$ cat src/rtl/sdl_md_pkg.sv
// Shared types for the sdl_md byte-stream transmit path.
package sdl_md_pkg;

  localparam int SDL_BYTE_W = 8;

  typedef struct packed {
    logic [SDL_BYTE_W-1:0] data;
    logic                  keep;
    logic                  last;
  } sdl_beat_t;

endpackage

$ cat src/rtl/axi_stream_inf.sv
// Minimal AXI-stream bundle; the master drives everything except tready.
interface axi_stream_inf #(
  parameter int DSIZE = 8
) (
  input logic aclk
);
  logic               axis_tvalid;
  logic               axis_tready;
  logic               axis_tlast;
  logic               axis_tuser;
  logic [DSIZE-1:0]   axis_tdata;
  logic [DSIZE/8-1:0] axis_tkeep;

  modport master (input aclk, input axis_tready,
                  output axis_tvalid, output axis_tdata, output axis_tlast,
                  output axis_tkeep, output axis_tuser);

  modport slaver (input aclk, input axis_tvalid, input axis_tdata, input axis_tlast,
                  input axis_tkeep, input axis_tuser, output axis_tready);
endinterface

$ cat src/rtl/sdl_beat_fifo.sv
// Synchronous FIFO of sdl_beat_t; pointers carry one extra wrap bit so
// occupancy is a plain subtraction.
module sdl_beat_fifo
  import sdl_md_pkg::*;
#(
  parameter int DEPTH = 16
) (
  input  logic                   clk,
  input  logic                   rst_n,
  input  logic                   push,
  input  logic                   pop,
  input  sdl_beat_t              wdata,
  output sdl_beat_t              rdata,
  output logic                   full,
  output logic                   empty,
  output logic [$clog2(DEPTH):0] count
);
  localparam int AW = $clog2(DEPTH);

  sdl_beat_t   mem_q [DEPTH];
  logic [AW:0] wptr_q, rptr_q;
  logic        do_push, do_pop;

  assign count   = wptr_q - rptr_q;
  assign full    = (count == (AW+1)'(DEPTH));
  assign empty   = (wptr_q == rptr_q);
  assign do_push = push && !full;
  assign do_pop  = pop && !empty;
  assign rdata   = mem_q[rptr_q[AW-1:0]];

  always_ff @(posedge clk) begin
    if (do_push) begin
      mem_q[wptr_q[AW-1:0]] <= wdata;
    end
  end

  always_ff @(posedge clk) begin
    if (!rst_n) begin
      wptr_q <= '0;
      rptr_q <= '0;
    end else begin
      if (do_push) wptr_q <= wptr_q + 1'b1;
      if (do_pop)  rptr_q <= rptr_q + 1'b1;
    end
  end

endmodule

$ cat src/rtl/sdl_md_tx.sv
// Byte-to-AXI-stream packetiser: buffers bytes, closes packets on PKT_LEN or ilast.
// Define SDL_MD_TX_TIMEOUT_EN to force-close idle open packets with a tkeep=0 terminator.
module sdl_md_tx
  import sdl_md_pkg::*;
#(
  parameter int PKT_LEN = 16,
  parameter int DEPTH   = 16,
  parameter int TIMEOUT = 256
) (
  input  logic                   clock,
  input  logic                   rst_n,
  input  logic [SDL_BYTE_W-1:0]  idata,
  input  logic                   ivalid,
  input  logic                   ilast,
  output logic                   ovf,
  output logic [$clog2(DEPTH):0] fill,
  axi_stream_inf.master          axis_out
);
  if (PKT_LEN < 1 || PKT_LEN > 65535 || DEPTH < 4 || (DEPTH & (DEPTH - 1)) != 0 || TIMEOUT < 1)
  begin : g_bad_cfg
    $error("sdl_md_tx: illegal parameter set");
  end

  localparam logic [15:0] LAST_IDX = 16'(PKT_LEN - 1);

  logic [15:0] bcnt_q, bcnt_d;
  logic        ovf_q, ovf_d;
  logic        full, empty, push, pop, wr_ok, term_req, term_push, beat_last;
  sdl_beat_t   wbeat, rbeat;

  assign beat_last = ilast || (bcnt_q == LAST_IDX);

`ifdef SDL_MD_TX_TIMEOUT_EN
  localparam int            TW       = $clog2(TIMEOUT + 1);
  localparam logic [TW-1:0] TMO_LOAD = TW'(TIMEOUT - 1);

  logic [TW-1:0] tmo_q, tmo_d;

  // Down-counter reaches zero on the TIMEOUT-th idle cycle of an open packet.
  assign term_req = (bcnt_q != '0) && (tmo_q == '0);

  always_comb begin
    tmo_d = tmo_q;
    if (wr_ok || term_push || bcnt_q == '0) tmo_d = TMO_LOAD;
    else if (tmo_q != '0)                   tmo_d = tmo_q - 1'b1;
  end

  always_ff @(posedge clock) begin
    if (!rst_n) tmo_q <= TMO_LOAD;
    else        tmo_q <= tmo_d;
  end
`else
  assign term_req = 1'b0;
`endif

  // A pending terminator owns the write port; source bytes are dropped meanwhile.
  assign term_push = term_req && !full;
  assign wr_ok     = ivalid && !full && !term_req;
  assign push      = wr_ok || term_push;
  assign pop       = !empty && axis_out.axis_tready;

  always_comb begin
    wbeat = '{data: idata, keep: 1'b1, last: beat_last};
    if (term_req) wbeat = '{data: '0, keep: 1'b0, last: 1'b1};
  end

  always_comb begin
    bcnt_d = bcnt_q;
    if (term_push)  bcnt_d = '0;
    else if (wr_ok) bcnt_d = beat_last ? 16'd0 : bcnt_q + 16'd1;
    ovf_d = ovf_q || (ivalid && !wr_ok);
  end

  always_ff @(posedge clock) begin
    if (!rst_n) begin
      bcnt_q <= '0;
      ovf_q  <= 1'b0;
    end else begin
      bcnt_q <= bcnt_d;
      ovf_q  <= ovf_d;
    end
  end

  sdl_beat_fifo #(.DEPTH(DEPTH)) u_fifo (
    .clk   (clock),
    .rst_n (rst_n),
    .push  (push),
    .pop   (pop),
    .wdata (wbeat),
    .rdata (rbeat),
    .full  (full),
    .empty (empty),
    .count (fill)
  );

  // Empty-FIFO outputs are forced so stale storage never shows on the bus.
  assign axis_out.axis_tvalid = !empty;
  assign axis_out.axis_tdata  = empty ? '0 : rbeat.data;
  assign axis_out.axis_tlast  = !empty && rbeat.last;
  assign axis_out.axis_tkeep  = empty | rbeat.keep;
  assign axis_out.axis_tuser  = 1'b0;
  assign ovf                  = ovf_q;

endmodule
$ cat src/flat_wrapper.sv
// flat-port wrapper written by rule: the top's interface ports become plain ports
module sdl_md_tx_flat import sdl_md_pkg::*;
#(
  parameter int PKT_LEN = 16,
  parameter int DEPTH   = 16,
  parameter int TIMEOUT = 256
)
  (clock, rst_n, idata, ivalid, ilast, ovf, fill, aclk, axis_out_axis_tready, axis_out_axis_tvalid, axis_out_axis_tdata, axis_out_axis_tlast, axis_out_axis_tkeep, axis_out_axis_tuser);
  axi_stream_inf axis_out_i (.aclk(aclk));
  input  logic clock;
  input  logic rst_n;
  input  logic [SDL_BYTE_W-1:0] idata;
  input  logic ivalid;
  input  logic ilast;
  output logic ovf;
  output logic [$clog2(DEPTH):0] fill;
  input wire logic aclk;
  input wire logic [$bits(axis_out_i.axis_tready)-1:0] axis_out_axis_tready;
  output wire logic [$bits(axis_out_i.axis_tvalid)-1:0] axis_out_axis_tvalid;
  output wire logic [$bits(axis_out_i.axis_tdata)-1:0] axis_out_axis_tdata;
  output wire logic [$bits(axis_out_i.axis_tlast)-1:0] axis_out_axis_tlast;
  output wire logic [$bits(axis_out_i.axis_tkeep)-1:0] axis_out_axis_tkeep;
  output wire logic [$bits(axis_out_i.axis_tuser)-1:0] axis_out_axis_tuser;
  assign axis_out_i.axis_tready = axis_out_axis_tready;
  assign axis_out_axis_tvalid = axis_out_i.axis_tvalid;
  assign axis_out_axis_tdata = axis_out_i.axis_tdata;
  assign axis_out_axis_tlast = axis_out_i.axis_tlast;
  assign axis_out_axis_tkeep = axis_out_i.axis_tkeep;
  assign axis_out_axis_tuser = axis_out_i.axis_tuser;
  sdl_md_tx #(.PKT_LEN(PKT_LEN), .DEPTH(DEPTH), .TIMEOUT(TIMEOUT)) u_core (.clock(clock), .rst_n(rst_n), .idata(idata), .ivalid(ivalid), .ilast(ilast), .ovf(ovf), .fill(fill), .axis_out(axis_out_i));
endmodule
$ cat config.mk
export PLATFORM = sky130hd
export DESIGN_NAME = sdl_md_tx_flat
export DESIGN_NICKNAME = d
export VERILOG_FILES = /design/src/rtl/sdl_md_pkg.sv /design/src/rtl/axi_stream_inf.sv /design/src/rtl/sdl_beat_fifo.sv /design/src/rtl/sdl_md_tx.sv /design/src/flat_wrapper.sv
export SDC_FILE = /design/constraint.sdc
export NUM_CORES = 1
export LEC_CHECK = 0
export BUFFER_PORTS_ARGS = -buffer_cell sky130_fd_sc_hd__buf_2
export CAP_MARGIN = 10
export CORE_MARGIN = 3
export CORE_UTILIZATION = 46
export CTS_CLUSTER_DIAMETER = 120
export DETAILED_ROUTE_END_ITERATION = 16
export SYNTH_ARGS = -nofsm -noshare
export SYNTH_HDL_FRONTEND = slang
export SYNTH_SLANG_ARGS = --single-unit
$ cat constraint.sdc
create_clock -name clock -period 3.9 [get_ports clock]
set_clock_uncertainty 0.1 [all_clocks]
set_input_delay 1.17 -clock clock [delete_from_list [all_inputs] [get_ports clock]]
set_output_delay 1.17 -clock clock [all_outputs]
set_load 0.05 [all_outputs]
==> results.ini, run 1 <==
[drt]
drc=0
vias_per_cell=5.65
vias=4043
drt-initial-drc-count=463
finalWirelength_um=15000
first_pass_iters=8
routedWlPerCell_um=21.0
antenna_left=0

[yosys]
synthFlopType=edfxtp_1
syn_area_per_cell_sq_um=16.9
synth_area_sq_mm=0.00733
async_reset_ff_share_pct=0
synth_nets=460
ys_seq_elements=175
synth_edf_count=144
synth_cells=435
yosysSeqAreaShare_pct=67.4
yosys_warnings=0
ys_types=43

[timing]
hold_viol=0
fmax_ghz=0.262
slew_viol_final=0
holdWs_ns=0.378
tns_ns=0
fin_crit_ns=3.81
worstMarginPinSlew_ns=1.15
period_share_pct=97.7
slew_headroom_pct=23.2
setup_violations=0

[pwr]
power_leakage_nw=2.85
p_per_area_mw_per_mm2=629
ir_drop_mv=0.446
power.total_w=0.00534

[global_route]
overflow=0
grt_pass1_vias=3945
grt_usage_pct=17.5
grt_pass1_wl_um=22800
grt_max_degree=37
antenna_found_initial=0

[floorplan]
die_x_um=132
fp.dieH_um=132
core_sq_mm=0.0154
rows=45
die-area_sq_mm=0.0175
start_util_pct=47.7
ios=32

[hold_path]
worstHoldPathType=register to register

[setup_path]
critPathLaunchType=register
cp_max_fo=18
critPathKind=register to output pin
required_ns=2.63
cp.arrival_ns=2.54
critPathCaptureType=output pin

[clock_tree]
clock-sinks=175
cts_tree=built
cts_buffer_depth=2
insertion_delay_ns=0.42
cts_hold_buf=0
htree_levels=4
cts_buffers=17
clk_pin_slew_ns=0.06
cts_root_buffer=clkbuf_16

[place]
place_inst=679
gp_congestion=0.820
io_buffer_count=28
dpl_cell_area_sq_mm=0.00787
dp_hpwl_um=9060

[finish]
syn2layout_area_growth_pct=15.8
drive_above_1_share_pct=27.8
final_cell_area_sq_mm=0.00849
final_cells=715
fillers=1219
final_nets=516
antenna_cells=0

[run_status]
status=completed

[run]
cap_violations=0

==> placed cells by master, fill, tap and decap left out, types with 4 or more instances in the layout <==
master     count
xnor2_1        5
and3_1        17
nor2_1        11
dfxtp_1       30
clkbuf_16     19
nor2b_1       15
nand4_1        6
buf_4         26
a21boi_1      15
o21ai_0        7
inv_6          4
ha_1          10
a21oi_1        8
inv_1         11
o21ai_1       10
or3_1          8
buf_2         28
mux4_2        45
nand3_1       14
nand2_1        9
and2_1        12
edfxtp_1     144
==> worst max-delay path, stage by stage, from the launching register on <==
cell,delay (ns)
dfxtp_2,0.46
clkbuf_16,0.27
mux4_2,0.53
mux4_2,0.47
nor2b_1,0.14
buf_2,0.23
==> power by group <==
part           switching, W  internal [W]
combinational      0.000991      0.000624
clock              0.000694      0.000879
sequential        0.0000494       0.00210
total               0.00173       0.00360
==> cell families (layout without fill, tap and decap cells) <==
family | after synthesis | count (layout) | share of synthesized area (%)
other | 2 | 2 | 0.102
muxes | 46 | 46 | 14.0
DFF | 175 | 175 | 67.4
AOI/OAI and AO/OA | 47 | 47 | 4.33
and+or+nand+nor | 111 | 111 | 8.75
adders and majority gates | 11 | 11 | 1.98
buffers and inverters | 33 | 102 | 1.93
xor gates and xnor gates | 10 | 10 | 1.50
==> per-stage QoR <==
step | setup WS, ns | util (%)
after floorplan | 0.528 | -
after global placement | 0.457 | 51.2
after detailed placement | 0.414 | 51.2
after CTS | 0.00146 | 54.7
after global routing | -0.0000941 | 55.2
final | 0.0903 | 55.2
==> what timing repair did <==
item | in CTS | in global routing
buffers inserted | 0 | 2
hold endpoints to repair | 0 | 0
resized for setup | 0 | 2
setup endpoints to repair | 0 | 11
==> cell type report <==
type	count	area, sq um	share of cell area (%)
flip-flops and latches	175	4950	58.3
multi-input cells	227	2250	26.6
clock buffers	19	433	5.10
repair buffers	58	433	5.10
well taps	211	264	3.11
clock inverters	13	113	1.33
inverters	12	45.0	0.531
==> flip-flops by register name, indices dropped and copies added, names as in the netlist, named ones only <==
register and flops:
u_core.u_fifo.rptr_q 5, u_core.ovf 1, u_core.u_fifo.mem_q 144, u_core.bcnt_q 16, u_core.u_fifo.wptr_q 5
==> cell usage after synthesis, types with 7 or more instances <==
master | n | area (sq um)
a21boi_1 | 15 | 113
a21oi_1 | 8 | 40.0
and2_1 | 12 | 75.1
and3_1 | 17 | 106
buf_2 | 8 | 40.0
clkbuf_1 | 10 | 37.5
dfxtp_1 | 31 | 621
edfxtp_1 | 144 | 4320
ha_1 | 10 | 125
inv_1 | 11 | 41.3
mux4_2 | 45 | 1010
nand2_1 | 9 | 33.8
nand3_1 | 14 | 70.1
nor2_1 | 12 | 45.0
nor2b_1 | 15 | 93.8
o21ai_0 | 7 | 35.0
o21ai_1 | 10 | 50.1
or3_1 | 8 | 50.1
==> metal layers <==
| metal | track usage, % | up-vias | wire length (um) |
|---|---|---|---|
| met4 | 4.97 | 0 | 159 |
| met5 | 0 | - | 0 |
| met3 | 4.39 | 17 | 826 |
| met2 | 27.0 | 135 | 7310 |
| met1 | 24.9 | 2068 | 6690 |
| li1 | - | 1823 | - |
==> path summary, 6_finish.rpt <==
check             depth (start not counted)                     from                   endpoint  slack, ns
hold reg to reg                           2         u_core.bcnt_q[1]           u_core.bcnt_q[1]       0.38
setup reg to reg                          9  u_core.u_fifo.wptr_q[0]  u_core.u_fifo.mem_q[3][0]       0.42
hold / removal                            2         u_core.bcnt_q[1]           u_core.bcnt_q[1]       0.38
setup / recovery                          5                 register     axis_out_axis_tdata[0]       0.09
(Power assumes the default switching activity.)
==> inputs of run 2 (changes only) <==
--- a/config.mk
+++ b/config.mk
@@ -11,6 +11,7 @@
 export CORE_UTILIZATION = 46
 export CTS_CLUSTER_DIAMETER = 120
 export DETAILED_ROUTE_END_ITERATION = 16
+export SETUP_SLACK_MARGIN = 0.4
 export SYNTH_ARGS = -nofsm -noshare
 export SYNTH_HDL_FRONTEND = slang
 export SYNTH_SLANG_ARGS = --single-unit
==> constraint.sdc (replaced) <==
create_clock -name clock -period 4.5 [get_ports clock]
set_clock_uncertainty 0.1 [all_clocks]
set_input_delay 1.35 -clock clock [delete_from_list [all_inputs] [get_ports clock]]
set_output_delay 1.35 -clock clock [all_outputs]
set_load 0.05 [all_outputs]
==> results.ini, run 2 (synthesis results as in run 1) <==
[drt]
antenna_left=0  ; unchanged
drc=0  ; unchanged
finalWirelength_um=14200  ; -5.5%
routedWlPerCell_um=20.5  ; -2.4%
first_pass_iters=4  ; -4
vias=3893  ; -3.7%
vias_per_cell=5.63  ; -0.51%
drt-initial-drc-count=442  ; -4.5%

[timing]
tns_ns=0  ; unchanged
rsz0062_at_grt=no
holdWs_ns=0.381  ; +0.00319 ns
hold_viol=0  ; unchanged
fin_crit_ns=3.94
fmax_ghz=0.254
worstMarginPinSlew_ns=1.21  ; +0.0676 ns
period_share_pct=87.6
setup_violations=0  ; unchanged
setup_ws_ns=0.557  ; +0.467 ns
slew_headroom_pct=18.9  ; -4.3 points
slew_viol_final=0  ; unchanged

[clock_tree]
cts_tree=built
cts_buffers=17  ; unchanged
cts_buffer_depth=2  ; unchanged
clk_pin_slew_ns=0.06  ; about the same
insertion_delay_ns=0.42  ; about the same
clock-sinks=175  ; unchanged
cts_root_buffer=clkbuf_16
htree_levels=4  ; unchanged

[setup_path]
worstRegToRegCells=9  ; unchanged
required_ns=3.05  ; +0.42 ns
cp.arrival_ns=2.49  ; -0.05 ns
critPathCaptureType=output pin
path_buf_inv=2  ; unchanged
cp_top_family=multiplexers
ff2ff_setup_slack_ns=0.86  ; +0.44 ns
cp_max_fo=36  ; +18
timing.critical_path.slowest_cell_delay_ns=0.55  ; +0.02 ns
critPathKind=register to output pin
critPathLaunchType=register
cp_slowest_cell=mux4_2
cp_common_cell=mux4_2
r2r_start=u_core.u_fifo.wptr_q[0]
r2r_end=u_core.u_fifo.mem_q[15][8]
cp_cell_sequence=buf_12 > mux4_2 > mux4_2 > nor2b_1 > buf_2

[global_route]
grt_pass1_wl_um=22600  ; -0.64%
grt_usage_pct=17.3  ; -0.19 points
grt_max_degree=37  ; unchanged
overflow=0  ; unchanged
antenna_found_initial=0  ; unchanged
grt_pass1_vias=3994  ; +1.2%

[finish]
final_nets=493  ; -4.5%
post-route-util_pct=53.8  ; -1.4 points
drive_above_1_share_pct=24.7  ; -3.0 points
fillers=1242  ; +1.9%
final_cell_area_sq_mm=0.00827  ; -2.5%
largest_register_ffs=144  ; unchanged
layout_common_cells=144 x edfxtp_1, 45 x mux4_2, 30 x dfxtp_1, 28 x buf_2
final_common_cell=edfxtp_1
antenna_cells=0  ; unchanged
syn2layout_area_growth_pct=12.8

[place]
dp_hpwl_um=8470  ; -6.5%
gp_congestion=0.861  ; +5.1%
pre_cts_ws_ns=0.854  ; +0.440 ns
dpl_cell_area_sq_mm=0.00770  ; -2.1%
io_buffer_count=28  ; unchanged

[floorplan]
ios=32  ; unchanged
rows=45  ; unchanged
start_util_pct=47.7  ; unchanged
die_x_um=132  ; unchanged
core_sq_mm=0.0154  ; unchanged
die-area_sq_mm=0.0175  ; unchanged
fp.dieH_um=132  ; unchanged

[pwr]
ir_drop_mv=0.504  ; +13%
p_per_area_mw_per_mm2=551  ; -12%
power_leakage_nw=2.72  ; -4.7%

[hold_path]
min_to=u_core.bcnt_q[1]
holdCritStartpoint=u_core.bcnt_q[1]
holdPathStages=2  ; unchanged
worstHoldPathType=register to register

[run]
cap_violations=0  ; unchanged

[run_status]
status=completed

==> run 2: how the worst max path moves through the flow <==
stage | start | cells after the start | end
after floorplan | register | 5 | axis_out_axis_tdata[4]
after global placement | register | 5 | axis_out_axis_tlast
after detailed placement | u_core.u_fifo.wptr_q[0] | 8 | u_core.u_fifo.mem_q[7][7]
after CTS | u_core.u_fifo.wptr_q[0] | 8 | fill[4]
after global routing | u_core.u_fifo.wptr_q[0] | 8 | fill[4]
final | register | 5 | axis_out_axis_tdata[1]
==> run 2: final cells by class <==
class | instances | area (sq um) | area share, %
Clock buffer | 17 | 425 | 5.14
Tap cell | 211 | 264 | 3.19
Multi-Input combinational cell | 227 | 2250 | 27.3
Timing Repair Buffer | 35 | 205 | 2.48
Clock inverter | 15 | 133 | 1.60
Sequential cell | 175 | 4950 | 59.8
Inverter | 12 | 45.0 | 0.544
==> run 2: worst register-to-register path, delay by kind of cell (launching register included) <==
family / cells / cell delay [ns]
fa+ha+maj: 2 / 0.63
xor+xnor: 1 / 0.25
buf+inv: 2 / 0.29
flops: 1 / 0.38
compound gates: 2 / 0.72
simple gates: 2 / 0.90
==> run 2: report_power, final <==
group	switching, W	internal, W	leakage [nW]
combinational	0.000842	0.000485	0.902
sequential	0.0000300	0.00182	1.55
clock	0.000616	0.000766	0.265
total	0.00149	0.00307	2.72
==> run 2: per-layer routing <==
layer / vias up / routed length, um / GRT usage [%] / part of all wire (%)
li1: 1773 / - / - / -
met5: - / 0 / 0 / 0
met2: 70 / 6910 / 27.2 / 49
met4: 0 / 209 / 5.14 / 1.5
met1: 2035 / 6560 / 24.1 / 46
met3: 15 / 480 / 4.31 / 3.4
==> run 2: what timing repair did <==
item | 4_1_cts | 5_1_grt
setup endpoints to repair | 0 | 1
endpoints found under the hold margin | 0 | 0
gates resized for setup | 0 | 1
hold buffers | 0 | 0
buffers inserted | 0 | 1
==> run 2: per-stage QoR <==
stage / std cells / total power [W]
finish: 692 / 0.00456
global route: 692 / 0.00478
CTS: 691 / 0.00460
detailed placement: 659 / 0.00322
global placement: 659 / 0.00321
floorplan: 435 / 0.00290
==> inputs of run 3 (changes only) <==
--- a/config.mk
+++ b/config.mk
@@ -14,4 +14,5 @@
 export SETUP_SLACK_MARGIN = 0.4
 export SYNTH_ARGS = -nofsm -noshare
 export SYNTH_HDL_FRONTEND = slang
+export SYNTH_HIERARCHICAL = 1
 export SYNTH_SLANG_ARGS = --single-unit
==> constraint.sdc (replaced) <==
create_clock -name clock -period 4.5 [get_ports clock]
set_clock_uncertainty 0.1 [all_clocks]
set_input_delay 1.35 -clock clock [delete_from_list [all_inputs] [get_ports clock]]
set_output_delay 1.35 -clock clock [all_outputs]
set_load 0.005 [all_outputs]
==> results.ini, run 3 <==
[setup_path]
ff2ff_setup_slack_ns=0.68  ; -0.18 ns
critPathKind=register to output pin
cp_slowest_cell=mux4_2
timing.critical_path.slowest_cell_delay_ns=0.59  ; +0.04 ns
cp_top_family=multiplexers
required_ns=3.05  ; about the same
cp_max_fo=40  ; +11%
path_buf_inv=2  ; unchanged
cp_cell_sequence=buf_12 > mux4_2 > mux4_2 > or2_2 > buf_2
critPathCaptureType=output pin
r2r_start=u_core/u_fifo/wptr_q[0]
critPathLaunchType=register
r2r_end=u_core/u_fifo/mem_q[6][5]
worstRegToRegCells=10  ; +1
cp_common_cell=mux4_2
cp.arrival_ns=2.54  ; +0.05 ns

[yosys]
yosys_warnings=6  ; +6
ys_seq_elements=191  ; +9.1%
synth_compound_area_share_pct=2.26  ; -2.1 points
syn_area_per_cell_sq_um=17.9  ; +6.3%
synthAdderAreaFrac_pct=1.86  ; -0.12 points
synth_area_sq_mm=0.00780  ; +6.3%
synth_cells=435  ; unchanged
synthMostInstantiatedCell=edfxtp_1
ys_types=46  ; +7.0%
async_reset_ff_share_pct=0  ; unchanged
synth_top_area_share_pct=61.6  ; +2.6 points
yosys.area_share.simple_pct=8.06  ; -0.70 points
synth_xor_area_share_pct=1.68  ; +0.18 points
post_synth_mux_area_share_pct=14.8  ; +0.87 points
synthFlopType=edfxtp_1
synth_common_cells=160 x edfxtp_1, 50 x mux4_2, 31 x dfxtp_1
synth_top_cell_by_area=edfxtp_1
yosysSeqAreaShare_pct=69.6  ; +2.1 points
synthTopCellsByArea=edfxtp_1 62%, mux4_2 14%, dfxtp_1 8.0%
synth_edf_count=160  ; +11%
synth_top_family_by_area=multiplexers

[timing]
tns_ns=0  ; unchanged
worstMarginPinSlew_ns=0.771  ; -0.442 ns
holdWs_ns=0.394  ; +0.0136 ns
hold_viol=0  ; unchanged
fmax_ghz=0.250  ; -1.3%
rsz0062_at_grt=no
slew_viol_final=0  ; unchanged
period_share_pct=88.7  ; +1.1 points
fin_crit_ns=3.99  ; +0.0509 ns
setup_violations=0  ; unchanged
slew_headroom_pct=48.6  ; +30 points

[drt]
routedWlPerCell_um=20.6  ; +0.66%
antenna_left=0  ; unchanged
drt-initial-drc-count=232  ; -48%
drc=0  ; unchanged
vias_per_cell=5.56  ; -1.2%
vias=4006  ; +2.9%
first_pass_iters=6  ; +2
finalWirelength_um=14800  ; +4.9%

[finish]
post-route-util_pct=55.0  ; +1.2 points
multiInputGateArea_sq_mm=0.00231  ; +2.4%
register_area_sq_mm=0.00543  ; +9.7%
largest_register_ffs=160  ; +11%
final_nets=517  ; +4.9%
fillers=1320  ; +6.3%
final_common_cell=edfxtp_1
antenna_cells=0  ; unchanged
layout_common_cells=160 x edfxtp_1, 50 x mux4_2, 29 x buf_2, 29 x dfxtp_1
drive_above_1_share_pct=26.5  ; +1.8 points
syn2layout_area_growth_pct=14.5

[clock_tree]
clk_pin_slew_ns=0.06  ; about the same
cts_buffers=17  ; unchanged
htree_levels=4  ; unchanged
cts_buffer_depth=2  ; unchanged
cts_root_buffer=clkbuf_16
cts_tree=built
insertion_delay_ns=0.42  ; about the same
clock-sinks=191  ; +9.1%

[floorplan]
die_x_um=136  ; +3.0%
die-area_sq_mm=0.0185  ; +6.1%
start_util_pct=48.0  ; +0.34 points
ios=32  ; unchanged
fp.dieH_um=136  ; +3.0%
rows=46  ; +2.2%
core_sq_mm=0.0162  ; +5.6%

[run_status]
status=completed

[global_route]
grt_pass1_wl_um=23100  ; +2.3%
grt_pass1_vias=4128  ; +3.4%
antenna_found_initial=0  ; unchanged
overflow=0  ; unchanged
grt_usage_pct=17.3  ; about the same
grt_max_degree=41  ; +11%

[hold_path]
holdCritStartpoint=u_core/bcnt_q[15]
worstHoldPathType=register to register
min_to=u_core/bcnt_q[15]
holdPathStages=2  ; unchanged

[pwr]
power_leakage_nw=3.00  ; +10%
p_per_area_mw_per_mm2=451  ; -18%
power.total_w=0.00403  ; -12%
ir_drop_mv=0.291  ; -42%

[place]
gp_congestion=0.789  ; -8.3%
dp_hpwl_um=9260  ; +9.4%
io_buffer_count=29  ; +3.6%

[run]
cap_violations=0  ; unchanged

==> run 3: how the worst max path moves through the flow <==
stage,start,to,slack [ns],cells after the start
after floorplan,u_core/u_fifo/wptr_q[0],u_core/u_fifo/mem_q[12][0],0.93,11
after global placement,u_core/u_fifo/wptr_q[0],u_core/u_fifo/mem_q[5][5],0.67,10
after detailed placement,u_core/u_fifo/wptr_q[0],u_core/u_fifo/mem_q[0][2],0.62,10
after CTS,register,axis_out_axis_tkeep,0.46,5
after global routing,register,axis_out_axis_tkeep,0.41,5
final,register,axis_out_axis_tkeep,0.51,5
==> run 3: where the power goes <==
part | internal [W] | total, W | switching [W]
clock network | 0.000928 | 0.00155 | 0.000620
registers | 0.00197 | 0.00199 | 0.0000209
logic | 0.000237 | 0.000494 | 0.000257
total | 0.00313 | 0.00403 | 0.000898
==> run 3: cells by family (layout without fill, tap and decap cells) <==
kind of cell	count (synthesis)	count (layout)
AO/OA/AOI/OAI	26	26
buffers and inverters	29	84
flip-flops	191	191
AND/OR/NAND/NOR	108	108
XOR/XNOR	15	15
adder cells (fa/ha/maj)	11	11
other	2	17
multiplexers	53	53
==> run 3: final cells by class <==
| class | count | share of cell area, % |
|---|---|---|
| Clock buffer | 17 | 4.77 |
| Clock inverter | 15 | 2.13 |
| Inverter | 12 | 0.547 |
| Multi-Input combinational cell | 230 | 25.9 |
| Sequential cell | 191 | 60.8 |
| Tap cell | 216 | 3.03 |
| Timing Repair Buffer | 40 | 2.83 |
==> run 3: stage by stage <==
stage | setup slack [ns] | area, sq um | instances
2_1_floorplan | 0.932 | 7850 | 450
3_3_place_gp | 0.673 | 8300 | 689
5_1_grt | 0.405 | 8920 | 721
6_report | 0.506 | 8920 | 721
4_1_cts | 0.459 | 8920 | 721
3_5_place_dp | 0.619 | 8300 | 689
==> run 3: timing repair <==
action	in CTS	in global routing
buffers inserted	0	0
gates resized for setup	0	4
hold buffers	0	0
endpoints found under the setup margin	0	80
==> run 3: tightest hold or removal path: cells and delay by family, from the launching register on <==
family          cells  cell delay, ns
compound gates      2            0.13
flops               1            0.32
==> run 3: routing by layer <==
layer  wire length, um  GRT usage (%)  part of all wire [%]  vias up
met5                 0              0                     0        -
met4               221           5.38                   1.5        0
met3               481           3.55                   3.2       15
met2              7440           28.2                    50       75
met1              6700           23.5                    45     2093
li1                  -              -                     -     1823
